`src/rtl/stack_ctrl_if.sv`:
```
// CPU-side request/response and stack-side strobe bundle for stack_ctrl.
// master = the controller, slave = the CPU/stack environment.
interface stack_ctrl_if #(
    parameter int WIDTH = 8
);
    logic             call_req;
    logic             ret_req;
    logic [WIDTH-1:0] pc_in;
    logic [WIDTH-1:0] ret_addr;
    logic             busy;
    logic             done;
    logic             err;
    logic             stk_push;
    logic             stk_pop;
    logic [WIDTH-1:0] stk_wdata;
    logic [WIDTH-1:0] stk_rdata;
    logic             stk_empty;
    logic             stk_full;

    modport master (
        input  call_req, ret_req, pc_in, stk_rdata, stk_empty, stk_full,
        output ret_addr, busy, done, err, stk_push, stk_pop, stk_wdata
    );

    modport slave (
        output call_req, ret_req, pc_in, stk_rdata, stk_empty, stk_full,
        input  ret_addr, busy, done, err, stk_push, stk_pop, stk_wdata
    );
endinterface

```
`src/rtl/stack_ctrl.sv`:
```
// Call/return controller sequencing push/pop strobes to an external return-address stack.
// Define STACK_CTRL_STICKY_ERR_EN to make err hold from the first failing DONE until rst.
module stack_ctrl #(
    parameter int WIDTH = 8
) (
    input  logic          clk,
    input  logic          rst,
    stack_ctrl_if.master  bus
);

    typedef enum logic [2:0] {StIdle, StPush, StPop, StWait, StDone} state_e;

    state_e           state_q, state_d;
    logic [WIDTH-1:0] wdata_q, wdata_d;
    logic [WIDTH-1:0] ret_addr_q, ret_addr_d;
    logic             err_q, err_d;
    logic             fail;

    always_comb begin
        state_d    = state_q;
        wdata_d    = wdata_q;
        ret_addr_d = ret_addr_q;
        fail       = 1'b0;
        unique case (state_q)
            StIdle: begin
                if (bus.call_req && bus.ret_req) begin
                    state_d = StDone;
                    fail    = 1'b1;
                end else if (bus.call_req) begin
                    if (bus.stk_full) begin
                        state_d = StDone;
                        fail    = 1'b1;
                    end else begin
                        state_d = StPush;
                        wdata_d = bus.pc_in + 1'b1;
                    end
                end else if (bus.ret_req) begin
                    if (bus.stk_empty) begin
                        state_d = StDone;
                        fail    = 1'b1;
                    end else begin
                        state_d = StPop;
                    end
                end
            end
            StPush: state_d = StDone;
            StPop:  state_d = StWait;
            StWait: begin
                // Stack read data is valid in the cycle after the pop edge.
                ret_addr_d = bus.stk_rdata;
                state_d    = StDone;
            end
            StDone: state_d = StIdle;
            default: state_d = StIdle;
        endcase
    end

`ifdef STACK_CTRL_STICKY_ERR_EN
    assign err_d   = err_q | fail;
    assign bus.err = err_q;
`else
    // Error status of the current transaction, latched on leaving IDLE.
    assign err_d   = (state_q == StIdle) ? fail : err_q;
    assign bus.err = err_q && (state_q == StDone);
`endif

    always_ff @(posedge clk or posedge rst) begin
        if (rst) begin
            state_q    <= StIdle;
            wdata_q    <= '0;
            ret_addr_q <= '0;
            err_q      <= 1'b0;
        end else begin
            state_q    <= state_d;
            wdata_q    <= wdata_d;
            ret_addr_q <= ret_addr_d;
            err_q      <= err_d;
        end
    end

    // Strobes decode straight from state so an async reset drops them at once.
    assign bus.stk_push  = (state_q == StPush);
    assign bus.stk_pop   = (state_q == StPop);
    assign bus.stk_wdata = wdata_q;
    assign bus.ret_addr  = ret_addr_q;
    assign bus.busy      = (state_q != StIdle);
    assign bus.done      = (state_q == StDone);

endmodule

```
`src/flat_wrapper.sv`:
```
// flat-port wrapper written by rule: the top's interface ports become plain ports
module stack_ctrl_flat 
#(
    parameter int WIDTH = 8
)
  (clk, rst, bus_call_req, bus_ret_req, bus_pc_in, bus_stk_rdata, bus_stk_empty, bus_stk_full, bus_ret_addr, bus_busy, bus_done, bus_err, bus_stk_push, bus_stk_pop, bus_stk_wdata);
  stack_ctrl_if #(.WIDTH(WIDTH)) bus_i ();
  input  logic clk;
  input  logic rst;
  input wire logic [$bits(bus_i.call_req)-1:0] bus_call_req;
  input wire logic [$bits(bus_i.ret_req)-1:0] bus_ret_req;
  input wire logic [$bits(bus_i.pc_in)-1:0] bus_pc_in;
  input wire logic [$bits(bus_i.stk_rdata)-1:0] bus_stk_rdata;
  input wire logic [$bits(bus_i.stk_empty)-1:0] bus_stk_empty;
  input wire logic [$bits(bus_i.stk_full)-1:0] bus_stk_full;
  output wire logic [$bits(bus_i.ret_addr)-1:0] bus_ret_addr;
  output wire logic [$bits(bus_i.busy)-1:0] bus_busy;
  output wire logic [$bits(bus_i.done)-1:0] bus_done;
  output wire logic [$bits(bus_i.err)-1:0] bus_err;
  output wire logic [$bits(bus_i.stk_push)-1:0] bus_stk_push;
  output wire logic [$bits(bus_i.stk_pop)-1:0] bus_stk_pop;
  output wire logic [$bits(bus_i.stk_wdata)-1:0] bus_stk_wdata;
  assign bus_i.call_req = bus_call_req;
  assign bus_i.ret_req = bus_ret_req;
  assign bus_i.pc_in = bus_pc_in;
  assign bus_i.stk_rdata = bus_stk_rdata;
  assign bus_i.stk_empty = bus_stk_empty;
  assign bus_i.stk_full = bus_stk_full;
  assign bus_ret_addr = bus_i.ret_addr;
  assign bus_busy = bus_i.busy;
  assign bus_done = bus_i.done;
  assign bus_err = bus_i.err;
  assign bus_stk_push = bus_i.stk_push;
  assign bus_stk_pop = bus_i.stk_pop;
  assign bus_stk_wdata = bus_i.stk_wdata;
  stack_ctrl #(.WIDTH(WIDTH)) u_core (.clk(clk), .rst(rst), .bus(bus_i));
endmodule
```
`config.mk`:
```
export PLATFORM = sky130hd
export DESIGN_NAME = stack_ctrl_flat
export DESIGN_NICKNAME = d
export VERILOG_FILES = /design/src/rtl/stack_ctrl_if.sv /design/src/rtl/stack_ctrl.sv /design/src/flat_wrapper.sv
export SDC_FILE = /design/constraint.sdc
export NUM_CORES = 1
export LEC_CHECK = 0
export CAP_MARGIN = 10
export CORE_MARGIN = 3
export CORE_UTILIZATION = 44
export DETAILED_ROUTE_END_ITERATION = 12
export GPL_ROUTABILITY_DRIVEN = 0
export PLACE_DENSITY_LB_ADDON = 0.08
export SETUP_SLACK_MARGIN = 0.1
export SLEW_MARGIN = 10
export SYNTH_ARGS = -nofsm -noshare
export SYNTH_HDL_FRONTEND = slang
export SYNTH_SLANG_ARGS = --single-unit
export TNS_END_PERCENT = 5
```
`constraint.sdc`:
```
create_clock -name clk -period 3.65 [get_ports clk]
set_input_delay 0.9125 -clock clk [delete_from_list [all_inputs] [get_ports clk]]
set_output_delay 0.9125 -clock clk [all_outputs]
set_load 0.01 [all_outputs]
```
==> results of run 1 <==
## cells by family after synthesis
logic type      count (synthesis)
compound gates                 16
xor+xnor                        3
fa+ha+maj                       1
buf+inv                         3
flops                          20
mux                            12
simple gates                   23
## synthesized netlist by cell type
cell and number:
a21oi_1 2, a31oi_1 6, and2_1 1, and2b_1 1
dfrtp_1 20, ha_1 1, inv_1 2, inv_2 1
mux2_2 8, mux2_4 4, nand2_1 2, nand2_2 1
nand3_1 3, nand4_1 1, nor2_1 3, nor2_8 1
nor2b_1 1, nor3_1 1, nor3_4 1, nor3b_1 2
o21ai_0 4, o22a_1 2, o31ai_1 2, or2_1 1
or3_1 3, or3b_4 1, xnor2_1 2, xor2_1 1
## stage by stage
stage                     cells  setup slack (ns)  hold slack [ns]
final                       150             0.959            0.482
after CTS                   150             0.920            0.490
after detailed placement    147              1.09            0.465
after global placement      147              1.10            0.455
after global routing        150             0.832            0.527
after floorplan              78              1.68            0.440
## flip-flops by register name, summed over array words and instances, names as in the netlist
name / cells
u_core.bus.ret_addr: 8
u_core.bus.stk_wdata: 8
u_core.state_q: 3
u_core.err_q: 1
## area by class of cell
type | count | area [sq um] | share of cell area (%)
multi-input cells | 55 | 448 | 31.2
well taps | 27 | 33.8 | 2.35
repair buffers | 42 | 420 | 29.3
inverters | 3 | 11.3 | 0.784
clock buffers | 3 | 22.5 | 1.57
flip-flops and latches | 20 | 500 | 34.8
## worst paths after layout
check	start	endpoint	slack, ns	cells past startpoint
min in group asynchronous	rst	u_core.state_q[0]	1.04	2
setup / recovery	u_core.state_q[1]	bus_err	0.96	3
max in group asynchronous	rst	u_core.bus.ret_addr[6]	2.15	2
setup reg to reg	u_core.state_q[1]	u_core.bus.stk_wdata[4]	2.11	4
hold reg to reg	u_core.err_q	u_core.err_q	0.48	2
hold / removal	u_core.err_q	u_core.err_q	0.48	2
## worst min-delay path: cells and delay by family, from the launching register on
family,cells,cell delay (ns)
AO/OA/AOI/OAI,1,0.06
flip-flops,1,0.35
AND/OR/NAND/NOR,1,0.05
## metal layers
layer	vias up	GRT usage (%)	share of wire, %
met5	-	0	0
met4	0	10.2	3.4
met3	8	1.99	5.2
met2	30	24.4	46
met1	367	20.0	45
li1	378	-	-
## power by group
part / switching, W / internal (W) / leakage [nW]
registers: 0.0000701 / 0.000330 / 0.239
logic: 0.000214 / 0.000336 / 0.346
clock network: 0.0000613 / 0.0000384 / 0.0138
==> results.sh, run 1 <==
export IMPL_via_count=783
export IMPL_synth_top_family_by_area="simple AND/OR/NAND/NOR gates"
export IMPL_synth_distinct_cells=28
export IMPL_final_nets=148
export IMPL_yosys_mux_area_fraction_pct=15.6
export IMPL_hold_path_class="reg2reg"
export IMPL_synth_top_cell_area_share_pct=52.2
export IMPL_cp_start_kind="register"
export IMPL_yosys_area_share_simple_pct=16.6
export IMPL_postCtsSetupRepairBufs=0
export IMPL_hpwl_mm=1.58
export IMPL_synth_seq_area_share_pct=52.2
export IMPL_ir_drop_v=0.000421
export IMPL_dpl_cell_area_sq_mm=0.00141
export IMPL_relSlewSlack_pct=50.9
export IMPL_hold_viol=0
export IMPL_die_w_um=52.7
export IMPL_most_common_layout_cells="42 x clkdlybuf4s50_1, 20 x dfrtp_1, 8 x mux2_2"
export IMPL_clock_sinks=20
export IMPL_finalMaxSlewViolations=0
export IMPL_max_freq_mhz=372
export IMPL_cts_tree="built"
export IMPL_cts_resized=0
export IMPL_dr_pass1_iters=4
export IMPL_crit_family="buffers and inverters"
export IMPL_power_leakage_nw=0.599
export IMPL_syn_inst=78
export IMPL_initial_core_util_pct=47.5
export IMPL_path_max_fanout=6
export IMPL_finalCritPeriodShare_pct=73.7
export IMPL_critPathKind="reg2out"
export IMPL_slowest_delay_ns=0.52
export IMPL_wl_per_cell_um=13.3
export IMPL_drtAntennaViolNets=0
export IMPL_syn_area_sq_um=960
export IMPL_drt_iter0_drc=12
export IMPL_maxCapViolations=0
export IMPL_cts_root_buf="clkbuf_4"
export IMPL_grt_usage_pct=15.6
export IMPL_antenna_cells=0
export IMPL_vias_per_cell=5.22
export IMPL_ys_warn_count=0
export IMPL_cp_buffers_inverters=1
export IMPL_rsz0062_at_grt="no"
export IMPL_worst_slew_pin_slew_ns=0.736
export IMPL_arrival_ns=1.78
export IMPL_antenna_found_initial=0
export IMPL_fillers=162
export IMPL_area_growth_pct=49.7
export IMPL_synth_area_leaders="dfrtp_1 52%, mux2_2 9.4%, mux2_4 6.3%"
export IMPL_clk_pin_slew_ns=0.10
export IMPL_drive_above_1_share_pct=16.3
export IMPL_crit_chain="nor3b_1 -> and2_1 -> clkdlybuf4s50_1"
export IMPL_routed_wirelength_mm=1.99
export IMPL_drc_errors=0
export IMPL_min_period_ns=2.69
export IMPL_outcome="completed"
export IMPL_grt_max_degree=21
export IMPL_critPathRequiredTime_ns=2.74
export IMPL_endpoint_kind="primary output"
export IMPL_cts_made_buffers=3
export IMPL_tns_ns=0
export IMPL_rows=16
export IMPL_postLayoutCellArea_sq_mm=0.00144
export IMPL_finClkSkew_ns=0.00423
export IMPL_yosys_area_share_adder_pct=1.30
export IMPL_synth_compound_area_share_pct=10.4
export IMPL_synth_top_area_cell="dfrtp_1"
export IMPL_synthXorXnorAreaFrac_pct=2.74
export IMPL_grt_pass1_wl_mm=3.19
export IMPL_grt_overflow=0
export IMPL_crit_slowest_cell="clkdlybuf4s50_1"
export IMPL_worstSkewPairLatency_ns=0.29
export IMPL_io_buffers=42
export IMPL_layout_commonest_cell="clkdlybuf4s50_1"
export IMPL_p_total_w=0.00105
export IMPL_clockBufferDepth=2
export IMPL_grt_pass1_vias=730
export IMPL_die_area_sq_mm=0.00278
export IMPL_holdBufCountCts=0
export IMPL_final_util_pct=71.0
export IMPL_powerDensity_mw_per_mm2=730
export IMPL_htree_levels=1
export IMPL_ys_seq_elements=20
export IMPL_synthesis_nets=101
export IMPL_die_y_um=52.7
export IMPL_io_pins=43
export IMPL_postSynthAreaPerCell_sq_um=12.3
export IMPL_core_area_sq_mm=0.00202
export IMPL_setup_viol=0
(Power assumes the default switching activity.)
==> inputs of run 2 (changes only) <==
Settings changed: CORE_UTILIZATION 44 to 36.
Clock period 3.65 ns to 2.35 ns, I/O delays scaled along.
==> results.sh, run 2 (synthesized netlist as in run 1, its figures left out) <==
export IMPL_regArea_sq_um=504
export IMPL_grt_usage_pct=13.7
export IMPL_final_nets=151
export IMPL_path_max_fanout=5
export IMPL_drtAntennaViolNets=0
export IMPL_drc_errors=0
export IMPL_power_leakage_nw=0.643
export IMPL_fillers=221
export IMPL_hold_viol=0
export IMPL_max_freq_mhz=447
export IMPL_io_pins=43
export IMPL_crit_chain="nor3b_1 -> clkdlybuf4s50_1"
export IMPL_via_count=766
export IMPL_die_y_um=57.6
export IMPL_intPower_w=0.00123
export IMPL_seqPwrFrac_pct=35.4
export IMPL_dp_slack_ns=0.186
export IMPL_vias_per_cell=4.88
export IMPL_cts_tree="built"
export IMPL_worst_slew_pin_slew_ns=0.353
export IMPL_pwr_share_comb_pct=49.2
export IMPL_crit_slowest_cell="clkdlybuf4s50_1"
export IMPL_grt_overflow=0
export IMPL_io_buffers=42
export IMPL_p_sw_share_pct=31.2
export IMPL_worstSkewPairLatency_ns=0.29
export IMPL_slowest_delay_ns=0.60
export IMPL_drt_iter0_drc=25
export IMPL_endpoint_kind="primary output"
export IMPL_clockBufferDepth=2
export IMPL_dr_pass1_iters=4
export IMPL_rsz0062_at_grt="yes"
export IMPL_layout_commonest_cell="clkdlybuf4s50_1"
export IMPL_area_growth_pct=56.8
export IMPL_core_area_sq_mm=0.00250
export IMPL_setup_viol=0
export IMPL_maxCapViolations=0
export IMPL_cp_buffers_inverters=1
export IMPL_die_area_sq_mm=0.00332
export IMPL_finClkSkew_ns=0.00192
export IMPL_layout_setup_ws_ns=0.111
export IMPL_finalCritPeriodShare_pct=95.3
export IMPL_wl_per_cell_um=13.3
export IMPL_relSlewSlack_pct=76.3
export IMPL_power_switching_w=0.000559
export IMPL_powerDensity_mw_per_mm2=1190
export IMPL_antenna_cells=0
export IMPL_rows=18
export IMPL_hpwl_mm=1.66
export IMPL_finalMaxSlewViolations=0
export IMPL_multi_input_area_sq_um=454
export IMPL_routed_wirelength_mm=2.10
export IMPL_grt_pass1_wl_mm=3.48
export IMPL_tns_ns=0
export IMPL_critPathRequiredTime_ns=1.76
export IMPL_cp_start_kind="register"
export IMPL_initial_core_util_pct=38.4
export IMPL_arrival_ns=1.65
export IMPL_cts_made_buffers=3
export IMPL_crit_family="buffers and inverters"
export IMPL_drive_above_1_share_pct=22.8
export IMPL_final_util_pct=60.2
export IMPL_clock_sinks=20
export IMPL_most_common_layout_cells="41 x clkdlybuf4s50_1, 17 x dfrtp_1, 8 x mux2_2"
export IMPL_critPathKind="reg2out"
export IMPL_die_w_um=57.6
export IMPL_grt_pass1_vias=761
export IMPL_outcome="completed"
export IMPL_ir_drop_v=0.000554
export IMPL_p_clk_share_pct=15.4
export IMPL_cts_root_buf="clkbuf_4"
export IMPL_whs_ns=0.494
export IMPL_holdBufCountCts=0
export IMPL_hold_path_class="reg2reg"
export IMPL_grt_max_degree=21
export IMPL_min_period_ns=2.24
export IMPL_clk_pin_slew_ns=0.11
export IMPL_htree_levels=1
export IMPL_antenna_found_initial=0
==> run 2: final timing paths <==
path / startpoint / to / slack (ns) / cells after the start
setup / recovery: u_core.state_q[0] / bus_stk_pop / 0.11 / 2
hold / removal: u_core.err_q / u_core.err_q / 0.49 / 2
setup reg to reg: u_core.state_q[2] / u_core.bus.stk_wdata[4] / 0.93 / 4
hold reg to reg: u_core.err_q / u_core.err_q / 0.49 / 2
max in group asynchronous: rst / u_core.state_q[2] / 1.52 / 3
min in group asynchronous: rst / u_core.bus.ret_addr[4] / 0.61 / 3
==> run 2: power by group through the flow <==
stage	Combinational (W)	Sequential, W	Clock, W
4_1_cts	0.000897	0.000633	0.000283
5_1_grt	0.000943	0.000663	0.000300
3_3_place_gp	0.000858	0.000629	0
6_report	0.000881	0.000635	0.000275
2_1_floorplan	0.000345	0.000687	0
3_5_place_dp	0.000871	0.000632	0
==> run 2: repair_timing <==
item | 4_1_cts | 5_1_grt
gates resized for setup | 3 | 3
setup buffers | 1 | 0
pin swaps | 1 | 0
setup endpoints to repair | 5 | 4
gates cloned | 0 | 0
==> run 2: cell type report <==
type	count	area share, %
clock buffers	3	1.50
clock inverters	1	2.00
inverters	3	0.748
multi-input cells	55	30.2
flip-flops and latches	20	33.5
well taps	30	2.49
repair buffers	45	29.6
==> run 2: metal layers <==
layer | GRT usage [%] | share of wire (%)
met1 | 18.3 | 47
met2 | 20.3 | 46
met3 | 3.34 | 6.3
met4 | 7.62 | 1.2
met5 | 0 | 0
==> run 2: worst min-delay path: stages, from the launching register on <==
cell     delay (ns)
dfrtp_1        0.35
nand2_1        0.05
o31ai_1        0.06
==> run 2: through the flow <==
stage,cell area (sq um),total power (W),instances
after floorplan,960,0.00103,78
after global placement,1430,0.00149,152
after detailed placement,1430,0.00150,152
after CTS,1500,0.00181,157
after global routing,1510,0.00191,157
final,1510,0.00179,157
